--- src/rtl/ai_seq_pkg.sv ---
`default_nettype none
// ============================================================================
// Module      : ai_seq_pkg
// Description : Shared constants for the BattleChip AI sequencer. Holds the
//               sequencer state encoding, the slave address map and a helper
//               that identifies states in which the slave may stall us.
// Revision    : 1.0 - initial release
// ============================================================================
package ai_seq_pkg;

    typedef logic [2:0] state_t;

    localparam state_t c_ST_IDLE  = 3'd0;
    localparam state_t c_ST_WRITE = 3'd1;
    localparam state_t c_ST_GO    = 3'd2;
    localparam state_t c_ST_GUARD = 3'd3;
    localparam state_t c_ST_POLL  = 3'd4;
    localparam state_t c_ST_READ  = 3'd5;
    localparam state_t c_ST_DONE  = 3'd6;
    localparam state_t c_ST_ERROR = 3'd7;

    // Slave address map: addr 0 is the GO/result register, arguments follow.
    localparam logic [3:0] c_ADDR_GO       = 4'd0;
    localparam logic [3:0] c_ADDR_ARG_BASE = 4'd1;

    // States in which a high wait_request counts towards the stall timeout.
    function automatic logic is_stall_state(input state_t s);
        return (s == c_ST_WRITE) || (s == c_ST_GO) ||
               (s == c_ST_POLL)  || (s == c_ST_READ);
    endfunction

endpackage
`default_nettype wire

--- src/rtl/ai_sequencer_stall_timer.sv ---
`default_nettype none
// ============================================================================
// Module      : stall_timer
// Description : Counts consecutive stalled cycles and flags the cycle that
//               completes the TIMEOUT_CYCLES-th consecutive stall.
// Ports       : clock    - clock, posedge
//               reset    - synchronous active-high reset
//               clear    - zero the count (any non-stalled cycle)
//               count_en - this cycle is a stalled cycle
//               expired  - this cycle is the TIMEOUT_CYCLES-th stall in a row
// Revision    : 1.0 - initial release
// ============================================================================
module stall_timer #(
    parameter int TIMEOUT_CYCLES = 65535
) (
    input  logic clock,
    input  logic reset,
    input  logic clear,
    input  logic count_en,
    output logic expired
);

    localparam int CNT_W = $clog2(TIMEOUT_CYCLES + 1);
    localparam logic [CNT_W-1:0] c_LAST = CNT_W'(TIMEOUT_CYCLES - 1);

    logic [CNT_W-1:0] r_count;

    always_ff @(posedge clock) begin
        if (reset || clear) begin
            r_count <= '0;
        end else if (count_en) begin
            r_count <= r_count + CNT_W'(1);
        end
    end

    // The count holds the number of stalls already seen, so the current
    // stalled cycle is the last allowed one when the count is TIMEOUT-1.
    assign expired = count_en && (r_count == c_LAST);

endmodule
`default_nettype wire

--- src/rtl/ai_sequencer.sv ---
`default_nettype none
// ============================================================================
// Module      : ai_sequencer
// Description : Avalon-MM master driving one run of the AI accelerator slave:
//               writes NUM_ARGS shadow argument words to addr 1..NUM_ARGS,
//               writes GO to addr 0, waits for the slave to finish and reads
//               the result back from addr 0.
// Ports       : clock, reset          - clock / synchronous active-high reset
//               cfg_we/idx/data       - shadow argument write port
//               start                 - launch a sequence (accepted in IDLE)
//               busy, done            - run in progress / end-of-run pulse
//               err_timeout           - sticky stall-timeout abort flag
//               result                - last successfully read slave word
//               ai_*                  - Avalon-MM master towards the slave
// Revision    : 1.0 - initial release
// ============================================================================
module ai_sequencer
    import ai_seq_pkg::*;
#(
    parameter int NUM_ARGS       = 9,
    parameter int TIMEOUT_CYCLES = 65535,
    parameter int DATA_W         = 32
) (
    input  logic              clock,
    input  logic              reset,
    input  logic              cfg_we,
    input  logic [3:0]        cfg_idx,
    input  logic [DATA_W-1:0] cfg_data,
    input  logic              start,
    output logic              busy,
    output logic              done,
    output logic              err_timeout,
    output logic [DATA_W-1:0] result,
    output logic [3:0]        ai_addr,
    output logic              ai_write_en,
    output logic              ai_read_en,
    output logic [DATA_W-1:0] ai_data_in,
    input  logic              ai_wait_request,
    input  logic [DATA_W-1:0] ai_data_out
);

    localparam logic [3:0] c_LAST_IDX = 4'(NUM_ARGS);

    state_t            r_state;
    logic [3:0]        r_idx;
    logic [DATA_W-1:0] r_args [NUM_ARGS];
    logic [DATA_W-1:0] r_result;
    logic              r_err;

    logic              w_cfg_open;
    logic [DATA_W-1:0] w_arg_sel;
    logic              w_count_en;
    logic              w_expired;

    // Arguments are frozen for the whole run so the bus data stays stable.
    assign w_cfg_open = (r_state == c_ST_IDLE) || (r_state == c_ST_DONE) ||
                        (r_state == c_ST_ERROR);

    always_ff @(posedge clock) begin
        for (int i = 0; i < NUM_ARGS; i++) begin
            if (reset) begin
                r_args[i] <= '0;
            end else if (w_cfg_open && cfg_we && (cfg_idx == 4'(i + 1))) begin
                r_args[i] <= cfg_data;
            end
        end
    end

    always_comb begin
        w_arg_sel = '0;
        for (int i = 0; i < NUM_ARGS; i++) begin
            if (r_idx == 4'(i + 1)) begin
                w_arg_sel = r_args[i];
            end
        end
    end

    // Every non-stalled cycle is either a completion, a poll success or a
    // state without bus activity, so clearing on !count_en covers all cases.
    assign w_count_en = is_stall_state(r_state) && ai_wait_request;

    stall_timer #(
        .TIMEOUT_CYCLES (TIMEOUT_CYCLES)
    ) u_stall_timer (
        .clock    (clock),
        .reset    (reset),
        .clear    (!w_count_en),
        .count_en (w_count_en),
        .expired  (w_expired)
    );

    always_ff @(posedge clock) begin
        if (reset) begin
            r_state  <= c_ST_IDLE;
            r_idx    <= '0;
            r_result <= '0;
            r_err    <= 1'b0;
        end else begin
            case (r_state)
                c_ST_IDLE: begin
                    if (start) begin
                        r_state <= c_ST_WRITE;
                        r_idx   <= c_ADDR_ARG_BASE;
                        r_err   <= 1'b0;
                    end
                end
                c_ST_WRITE: begin
                    if (w_expired) begin
                        r_state <= c_ST_ERROR;
                        r_err   <= 1'b1;
                    end else if (!ai_wait_request) begin
                        if (r_idx == c_LAST_IDX) begin
                            r_state <= c_ST_GO;
                        end else begin
                            r_idx <= r_idx + 4'd1;
                        end
                    end
                end
                c_ST_GO: begin
                    if (w_expired) begin
                        r_state <= c_ST_ERROR;
                        r_err   <= 1'b1;
                    end else if (!ai_wait_request) begin
                        r_state <= c_ST_GUARD;
                    end
                end
                // The slave needs one cycle to raise wait_request after GO;
                // polling before then would see a stale "ready".
                c_ST_GUARD: r_state <= c_ST_POLL;
                c_ST_POLL: begin
                    if (w_expired) begin
                        r_state <= c_ST_ERROR;
                        r_err   <= 1'b1;
                    end else if (!ai_wait_request) begin
                        r_state <= c_ST_READ;
                    end
                end
                c_ST_READ: begin
                    if (w_expired) begin
                        r_state <= c_ST_ERROR;
                        r_err   <= 1'b1;
                    end else if (!ai_wait_request) begin
                        r_state  <= c_ST_DONE;
                        r_result <= ai_data_out;
                    end
                end
                c_ST_DONE:  r_state <= c_ST_IDLE;
                c_ST_ERROR: r_state <= c_ST_IDLE;
                default:    r_state <= c_ST_IDLE;
            endcase
        end
    end

    // Bus signals decode purely from registered state, so they stay stable
    // while stalled and drop on the same edge that enters ERROR.
    always_comb begin
        ai_addr     = c_ADDR_GO;
        ai_write_en = 1'b0;
        ai_read_en  = 1'b0;
        ai_data_in  = '0;
        case (r_state)
            c_ST_WRITE: begin
                ai_addr     = r_idx;
                ai_write_en = 1'b1;
                ai_data_in  = w_arg_sel;
            end
            c_ST_GO:   ai_write_en = 1'b1;
            c_ST_READ: ai_read_en  = 1'b1;
            default: ;
        endcase
    end

    assign busy        = (r_state == c_ST_WRITE) || (r_state == c_ST_GO) ||
                         (r_state == c_ST_GUARD) || (r_state == c_ST_POLL) ||
                         (r_state == c_ST_READ);
    assign done        = (r_state == c_ST_DONE) || (r_state == c_ST_ERROR);
    assign err_timeout = r_err;
    assign result      = r_result;

endmodule
`default_nettype wire

--- config.mk ---
export PLATFORM = sky130hd
export DESIGN_NAME = ai_sequencer
export DESIGN_NICKNAME = d
export VERILOG_FILES = /design/src/rtl/ai_seq_pkg.sv /design/src/rtl/ai_sequencer_stall_timer.sv /design/src/rtl/ai_sequencer.sv
export SDC_FILE = /design/constraint.sdc
export NUM_CORES = 1
export LEC_CHECK = 0
export BUFFER_PORTS_ARGS = -buffer_cell sky130_fd_sc_hd__buf_4
export CAP_MARGIN = 0
export CORE_UTILIZATION = 60
export CTS_CLUSTER_DIAMETER = 200
export DETAILED_ROUTE_END_ITERATION = 6
export GPL_TIMING_DRIVEN = 0
export PLACE_DENSITY_LB_ADDON = 0.08
export SYNTH_ARGS = -nofsm -noshare
export SYNTH_HDL_FRONTEND = slang
export SYNTH_HIERARCHICAL = 1
export SYNTH_SLANG_ARGS = --single-unit
--- constraint.sdc ---
create_clock -name clock -period 12.1 [get_ports clock]
set_clock_uncertainty 0.1 [all_clocks]
set_input_delay 1.815 -clock clock [delete_from_list [all_inputs] [get_ports clock]]
set_output_delay 1.815 -clock clock [all_outputs]
set_load 0.01 [all_outputs]
# After elaboration in Yosys (flattened, before gate mapping)
# Memories as Yosys holds them, arrays and structs flattened.
# Index checks and enable logic that the tools add are counted.
word_totals:
  ff_bits: 56
  ramBits: 288
  in_bits: 73
  out_inout_bits: 73
  wordCells: 158
  memories: 1
op_classes:
  n_addsub: 2
  n_eq_ne: 36
  muxes: 70
  n_bitwise: 11
  n_reduce_logical: 33
mem_list:
  columns: ["name", "words", "width", "read_ports", "rd_ports_with_merged_regs", "wr", "line", "rtl"]
  rows:
  - ["r_args", 9, 32, 9, 0, 9, "ai_sequencer.sv:46", "logic [DATA_W-1:0] r_args [NUM_ARGS];"]
op_table:
  columns: ["operator", "n"]
  rows:
  - ["$mux W32", 19]
  - ["$mux W1", 33]
  - ["$eq A4 B3 Y1 const B", 8]
  - ["$mux W3", 10]
  - ["$pmux W3 S7", 1]
  - ["$mux W4", 5]
  - ["$add A16 B1 Y16 const B", 1]
  - ["$eq A16 B16 Y1 const B", 1]
  - ["$eq A4 B2 Y1 const B", 4]
  - ["$eq A4 B4 Y1 const B", 4]
  - ["$ne A3 B2 Y1 const B", 5]
  - ["$eq A3 B3 Y1 const B", 4]
  - ["$logic_and A1 B1 Y1", 12]
  - ["$logic_or A1 B1 Y1", 10]
  - ["$or A1 B1 Y1", 9]
  - ["$eq A4 B1 Y1 const B", 2]
  - ["$ne A2 B2 Y1 const B", 4]
  - ["$pmux W4 S2", 1]
  - ["$eq A3 B2 Y1 const B", 2]
  - ["$reduce_and A3 Y1", 2]
  - ["$reduce_and A6 Y1", 1]
  - ["$reduce_and A5 Y1", 1]
  - ["$add A4 B1 Y4 const B", 1]
  - ["$reduce_bool A2 Y1", 2]
  - ["8 further kinds", 10]

# Depth between registers and ports, before layout
# Gate-level depths: netlist (run 1).
logic_depth:
  word_depth: 11
  ltp_mapped: 14
  depth_no_buf: 9

# Cells and area by module
# The synthesis (run 1) kept the hierarchy.
by_module_without_submodules:
  columns: ["mod", "instances", "cells_per_inst", "area_each_um2", "seq_area_each_um2"]
  rows:
  - ["ai_sequencer", 1, 1381, 14961.8, 9449.1]
  - ["stall_timer", 1, 85, 744.5, 320.3]

# Worst setup path after synthesis (run 1)
# No wires, ideal clock.
synth_path:
  path_kind: "input to register"
  start: "input cfg_idx[2]"
  end: "memory r_args[8][0] (enable)"
  setup_time_ns: 0.466
  arrival_ns: 4.577
  t_required_ns: 11.534
  setup_slack_ns: 6.957
  cell_stages: 4
  n_path_buf: 1
  path_cell_list: "clkbuf_1 -> inv_2 -> o2111ai_1 -> o21ai_0"
synth_lines:
  columns: ["item", "line", "rtl"]
  rows:
  - ["from (decl)", "ai_sequencer.sv:27", "input logic [3:0] cfg_idx,"]
  - ["to (decl)", "ai_sequencer.sv:46", null]

# Worst setup path after layout (run 1)
layout_path:
  start: "register r_idx[0]"
  end: "output ai_data_in[0]"
layout_via:
  elab_chain_len: 11
  elab_cells_between_ends: 19
  classes_between: "eq/ne (9); mux (10)"
layout_lines:
  columns: ["item", "line", "rtl"]
  rows:
  - ["from (decl)", "ai_sequencer.sv:45", "logic [3:0] r_idx;"]
  - ["from (signal assigned)", "ai_sequencer.sv:103", "r_idx <= c_ADDR_ARG_BASE;"]
  - ["from (signal assigned)", "ai_sequencer.sv:115", "r_idx <= r_idx + 4'd1;"]
  - ["$eq A4 B1 Y1", "ai_sequencer.sv:72", "if (r_idx == 4'(i + 1)) begin"]
  - ["$mux W32 (8 in a row)", "ai_sequencer.sv:72", null]
  - ["$mux W32 *", "ai_sequencer.sv:72", null]
  - ["$mux W32 *", "ai_sequencer.sv:161", "case (r_state)"]
  - ["to (decl)", "ai_sequencer.sv:37", "output logic [DATA_W-1:0] ai_data_in,"]
# Every way passes the cells marked *; elsewhere a longest branch is shown, timed or not.

==> flow_summary_export.csv, run 1 <==
group,metric,value,unit
clock_network,cts_setup_buffers,0,
layout,seq_area,0.00977,mm2
hold_path,worstHoldPathType,"flop to flop",
critical_path,ff2ff_path_depth,13,
floorplan,die_w,164,um
layout,utilization,72.9,%
hold_path,min_path_cells,2,
layout,area_growth,17.9,%
clock_network,ctsLongestPathBuffers,3,
floorplan,die-area,0.0268,mm2
logic_synthesis,synth_ff_type,"edfxtp_1",
routing,wirelength,44100,um
sta,drv_slew,0,
clock_network,cts_buffers,37,
sta,layout_setup_ws,6880,ps
clock_network,cts_tree,"yes",
critical_path,critPathMaxFanout,10,
clock_network,cts.sink_count,344,
grt,grt_max_degree,33,
logic_synthesis,yosysWarnings,6,
critical_path,critPathKind,"flop to output pin",
logic_synthesis,synth_nets,1545,
logic_synthesis,seq_area_frac_synth,62.2,%
routing,wire_per_inst,21.9,um
critical_path,critPathArrivalTime,3310,ps
critical_path,cp-start-kind,"flop",
sta,rsz0062_at_grt,"false",
routing,drc_errors,0,
layout,diodes,0,
critical_path,critPathRequiredTime,10180,ps
floorplan,start_util,61.8,%
logic_synthesis,syn_area_per_cell,10.7,um2
logic_synthesis,ys_async_sr_fraction,0,%
sta,tns,0,ps
layout,multi_input_area,0.00533,mm2
routing,drtIter0Drc,1419,
critical_path,ff2ff_setup_slack,8770,ps
logic_synthesis,syn_area,0.0157,mm2
routing,first_pass_iters,6,
grt,antenna_found_initial,0,
sta,tightest_slew,1140,ps
critical_path,r2r-end,"result[1]",
pwr,peakVddDrop,0.123,mV
routing,antenna_left,0,
sta,hold_viol,0,
sta,min_period,5220,ps
grt,grt_pass1_vias,12001,
grt,grt_overflow,0,
pwr,p_leak,6.67,nW
placement,gp_congestion,0.883,
grt,grt_pass1_wl,66200,um
flow_run,cap_viol_max_count,0,
logic_synthesis,ys_ff_latch,344,
grt,grtUsageTotal,33.0,%
placement,dp_slack,7450,ps
status,status,"finished clean",
routing,via_per_inst,6.10,
floorplan,row_count,58,
layout,finalNetCount,1736,
routing,num_vias,12275,
clock_network,h-tree-depth,2,
logic_synthesis,synth_edf_count,288,
floorplan,die_y,164,um
logic_synthesis,synthDistinctLibCells,55,
critical_path,crit_path_end_kind,"output pin",
pwr,p_per_area,139,mW/mm2
pwr,finalPower,2.58,mW
hold_path,whs_endpoint,"result[27]",
floorplan,core_area,0.0254,mm2
clock_network,clk_pin_slew,60,ps
layout,fill_cells,1815,
sta,relSlewSlack,23.9,%
logic_synthesis,synthCells,1466,
clock_network,clk_latency,510,ps
critical_path,reg2reg_from,"r_state[0]",
clock_network,cts_hold_buf,0,
sta,setup_viol,0,
sta,timing.fmax,191,MHz
hold_path,hp-start,"result[27]",
sta,fin_crit_sh,43.2,%
layout,drive_above_1_share,13.8,%
floorplan,io_pins,146,
clock_network,ctsResizeCount,0,
clock_network,clockRootBuffer,"clkbuf_16",
placement,dp.final_hpwl,28800,um
placement,io_buffers,144,
## worst max-delay path, stage by stage (launching register included)
cell      delay, ps
dfxtp_1         420
inv_1           110
ha_1            250
nor2b_1         110
clkbuf_1        300
clkbuf_1        620
a221oi_1        190
a211o_1         280
a21oi_1         340
buf_4           190
## cells in the mapped netlist (all sizes together) (33+ instances only)
cell type    n  share of area, %
and2       100               4.0
edfxtp     288                55
o21ai       38               1.2
nand2      146               3.5
clkbuf     106               2.5
a21oi      136               4.3
a221oi      34               1.9
inv         43               1.0
nor2       246               5.9
dfxtp       56               7.1
nand3b      33               1.6
## metal layers
layer | wire, um | up-vias | part of all wire [%] | GRT usage (%)
li1 | - | 5638 | - | -
met2 | 21200 | 656 | 48 | 54.2
met1 | 16900 | 5886 | 38 | 43.3
met3 | 4740 | 95 | 11 | 7.58
met4 | 1260 | 0 | 2.9 | 11.5
met5 | 0 | - | 0 | 0
## layout by cell type (no fill, tap or decap), types with 39 or more instances in the layout
cell / count
dfxtp_1: 56
and2_1: 100
nand2_1: 140
a21oi_1: 136
clkbuf_1: 120
clkbuf_16: 39
inv_1: 42
nor2_1: 246
edfxtp_1: 288
buf_4: 144
## report_power, final
part           switching, mW  internal [mW]
combinational          0.116         0.0616
sequential            0.0128           1.32
clock                  0.448          0.618
total                  0.577           2.00
## stage by stage
stage               instances  cell area, um2  hold slack, ps
CTS                      2013           18500             356
global route             2013           18500             376
floorplan                1466           15700             346
detailed placement       1948           17400             348
finish                   2013           18500             355
global placement         1940           17200             342
## worst max-delay path by stage
stage,to,start,cells after the start,slack [ps]
4_1_cts,ai_data_in[19],r_idx[1],9,6970
5_1_grt,ai_data_in[0],r_idx[0],9,6760
3_3_place_gp,r_args[2][15],cfg_idx[3],4,4530
6_report,ai_data_in[0],r_idx[0],9,6880
3_5_place_dp,r_args[3][2],cfg_idx[2],4,7450
2_1_floorplan,r_args[8][0],cfg_idx[2],4,6960
## flip-flops by register name, indices dropped and copies added (netlist names)
signal                 cells
err_timeout                1
result                    32
r_state                    3
r_idx                      4
u_stall_timer/r_count     16
r_args                   288
## final cells by class
cell class	instances	share of cell area, %
Buffer	122	2.67
Sequential cell	344	52.7
Multi-Input combinational cell	956	28.8
Inverter	44	0.892
Clock inverter	11	0.419
Tap cell	330	2.23
Timing Repair Buffer	152	6.65
Clock buffer	54	5.63
## cell families after synthesis
group	Yosys count	share of synthesized area (%)
and+or+nand+nor	583	17.6
DFF	344	62.2
muxes	1	0.0637
xor gates and xnor gates	15	0.836
buffers and inverters	166	4.20
adders and majority gates	6	0.478
AOI/OAI and AO/OA	351	14.7
No activity file was read; power rests on OpenSTA's default activity.
==> inputs of run 2 (changes only) <==
Settings changed: ABC_AREA from default to 1.
Clock period 12.1 ns to 5.2 ns, I/O delays scaled along.
==> run 2 against run 1 <==
Against the previous run:
- register-to-register slack lost 6600 ps
- flip-flop and latch count is the same
- the flow now finishes with violations (design-rule violations)
- critical path depth shrank 1
- highest routed layer unchanged
- sequential power grew 140%
- die area grew 3.3%
==> flow_summary_export.csv, run 2 <==
group,metric,value,unit
layout,layout_common_cells,"457 x nor2_1, 288 x edfxtp_1, 285 x nand2_1",
pwr,peakVddDrop,0.312,mV
floorplan,row_count,59,
sta,setup_viol,0,
logic_synthesis,synth_edf_count,288,
grt,grt_pass1_vias,12278,
logic_synthesis,yosysWarnings,6,
logic_synthesis,syn_area,0.0162,mm2
critical_path,ff2ff_setup_slack,2120,ps
critical_path,cp-start-kind,"flop",
clock_network,clk_pin_slew,60,ps
placement,place_area,0.0178,mm2
critical_path,critPathMaxFanout,10,
pwr,p_leak,7.96,nW
logic_synthesis,ys_async_sr_fraction,0,%
layout,final_cells,2376,
clock_network,ctsLongestPathBuffers,3,
sta,tightest_slew,1010,ps
logic_synthesis,ys_ff_latch,344,
logic_synthesis,seq_area_frac_synth,60.2,%
sta,timing.fmax,253,MHz
sta,fin_crit_sh,75.9,%
logic_synthesis,syn_area_per_cell,8.86,um2
routing,num_vias,12721,
layout,fill_cells,2051,
critical_path,crit_slowest_cell,"clkbuf_1",
critical_path,path_buf_inv,4,
clock_network,cts_hold_buf,0,
routing,via_per_inst,5.35,
critical_path,cp_common_cell,"clkbuf_1",
placement,io_buffers,145,
sta,rsz0062_at_grt,"false",
sta,min_period,3940,ps
floorplan,io_pins,146,
clock_network,cts_buffers,36,
pwr,finalPower,6.96,mW
critical_path,cpPeakStageDelay,550,ps
layout,largest_reg_flops,288,
clock_network,cts.sink_count,344,
routing,wirelength,39400,um
logic_synthesis,yosysMostFrequentCell,"nor2_1",
grt,antenna_found_initial,0,
placement,gp_congestion,0.902,
clock_network,clk_latency,510,ps
pwr,p_per_area,369,mW/mm2
routing,drc_errors,4,
layout,area_growth,16.3,%
layout,finalNetCount,2096,
critical_path,critPathRequiredTime,4320,ps
grt,grtUsageTotal,28.9,%
critical_path,critPathKind,"flop to output pin",
routing,drtIter0Drc,1312,
routing,wire_per_inst,16.6,um
clock_network,cts_tree,"yes",
grt,grt_max_degree,33,
logic_synthesis,synth_common_cells,"457 x nor2_1, 288 x edfxtp_1, 287 x nand2_1",
logic_synthesis,synth_ff_type,"edfxtp_1",
grt,grt_overflow,0,
hold_path,worstHoldPathType,"flop to flop",
floorplan,start_util,61.8,%
clock_network,clockRootBuffer,"clkbuf_16",
logic_synthesis,synthDistinctLibCells,35,
floorplan,die_w,166,um
floorplan,die_y,166,um
status,violations,"design-rule violations",
sta,hold_viol,0,
critical_path,path_cells,"inv_1 > ha_1 > nand3_1 > clkbuf_1 > clkbuf_1 > o21ai_0 > a21oi_1 > buf_4",
logic_synthesis,synth_top_area_share,53.3,%
grt,grt_pass1_wl,62300,um
flow_run,cap_viol_max_count,0,
sta,drv_slew,0,
logic_synthesis,synth_nets,1911,
layout,regMostFlops,"r_args",
clock_network,cts_setup_buffers,0,
critical_path,crit_family,"buffers and inverters",
logic_synthesis,synthCells,1832,
critical_path,crit_path_end_kind,"output pin",
layout,drive_above_1_share,15.4,%
floorplan,die-area,0.0277,mm2
layout,diodes,0,
status,status,"complete, but fails checks",
sta,relSlewSlack,32.7,%
placement,place_inst,2314,
layout,final_cell_area,0.0189,mm2
layout,layout_commonest_cell,"nor2_1",
placement,dp.final_hpwl,26500,um
clock_network,h-tree-depth,2,
routing,antenna_left,0,
clock_network,ctsResizeCount,0,
floorplan,core_area,0.0263,mm2
logic_synthesis,ys_top_cells_by_area,"edfxtp_1 53%, nor2_1 11%, dfxtp_1 6.9%",
logic_synthesis,netlist.top_cell.by_area,"edfxtp_1",
routing,first_pass_iters,7,
critical_path,critPathArrivalTime,3060,ps
[run 2: cell count changes after synthesis, sizes merged, moves of 32 or more]
cell,change
nand3b,-33
or2,+66
inv,+164
buf,+32
and2,-100
a221oi,-34
nor2,+216
nand3,+118
clkbuf,-61
o21ai,+102
nand2,+145
a21oi,-92
[run 2: per-layer routing]
metal,global-route usage [%],vias to the layer above,routed length (um)
met5,0,-,0
met4,9.94,0,1180
met3,4.23,96,3180
met2,51.8,498,19800
met1,35.7,5895,15200
li1,-,6232,-
[run 2: cells by family after synthesis]
group | count (synthesis) | synth area share, %
adder cells (fa/ha/maj) | 6 | 0.463
XOR/XNOR | 1 | 0.0540
AO/OA/AOI/OAI | 188 | 5.87
flip-flops | 344 | 60.2
buffers and inverters | 332 | 8.39
AND/OR/NAND/NOR | 961 | 25.0
[run 2: worst reg2reg max path, delay by kind of cell (launching register included)]
kind / cells / cell delay [ps]
buffers and inverters: 3 / 730
DFF: 1 / 370
AOI/OAI and AO/OA: 1 / 150
and+or+nand+nor: 8 / 1670
[run 2: cell type report]
| class | count | area (um2) | area share [%] |
|---|---|---|---|
| clock buffer | 46 | 980 | 5.19 |
| multi-input combinational | 1156 | 5110 | 27.1 |
| timing repair buffer | 147 | 1140 | 6.06 |
| sequential | 344 | 9770 | 51.7 |
| inverter | 239 | 897 | 4.75 |
| buffer | 93 | 464 | 2.46 |
| clock inverter | 16 | 93.8 | 0.497 |
| tap | 335 | 419 | 2.22 |
[run 2: final timing paths]
kind,from,end,cells past startpoint
worst max-delay path,r_idx[1],ai_data_in[0],8
worst min-delay path,result[22],result[22],2
worst max register to register,r_state[2],result[13],12
worst min register to register,result[22],result[22],2
[run 2: power by group]
group,internal [mW],switching (mW)
sequential,3.12,0.0506
combinational,0.464,0.934
clock,1.37,1.02
total,4.96,2.00
[run 2: metrics by stage]
| step | utilization (%) | hold WS [ps] | setup slack [ps] | setup TNS [ps] |
|---|---|---|---|---|
| detailed placement | 67.8 | 373 | 1840 | 0 |
| CTS | 71.8 | 387 | 1270 | 0 |
| global route | 71.8 | 404 | 1150 | 0 |
| floorplan | - | 362 | 1160 | 0 |
| finish | 71.8 | 381 | 1260 | 0 |
| global placement | 67.5 | 366 | -984 | -31380 |
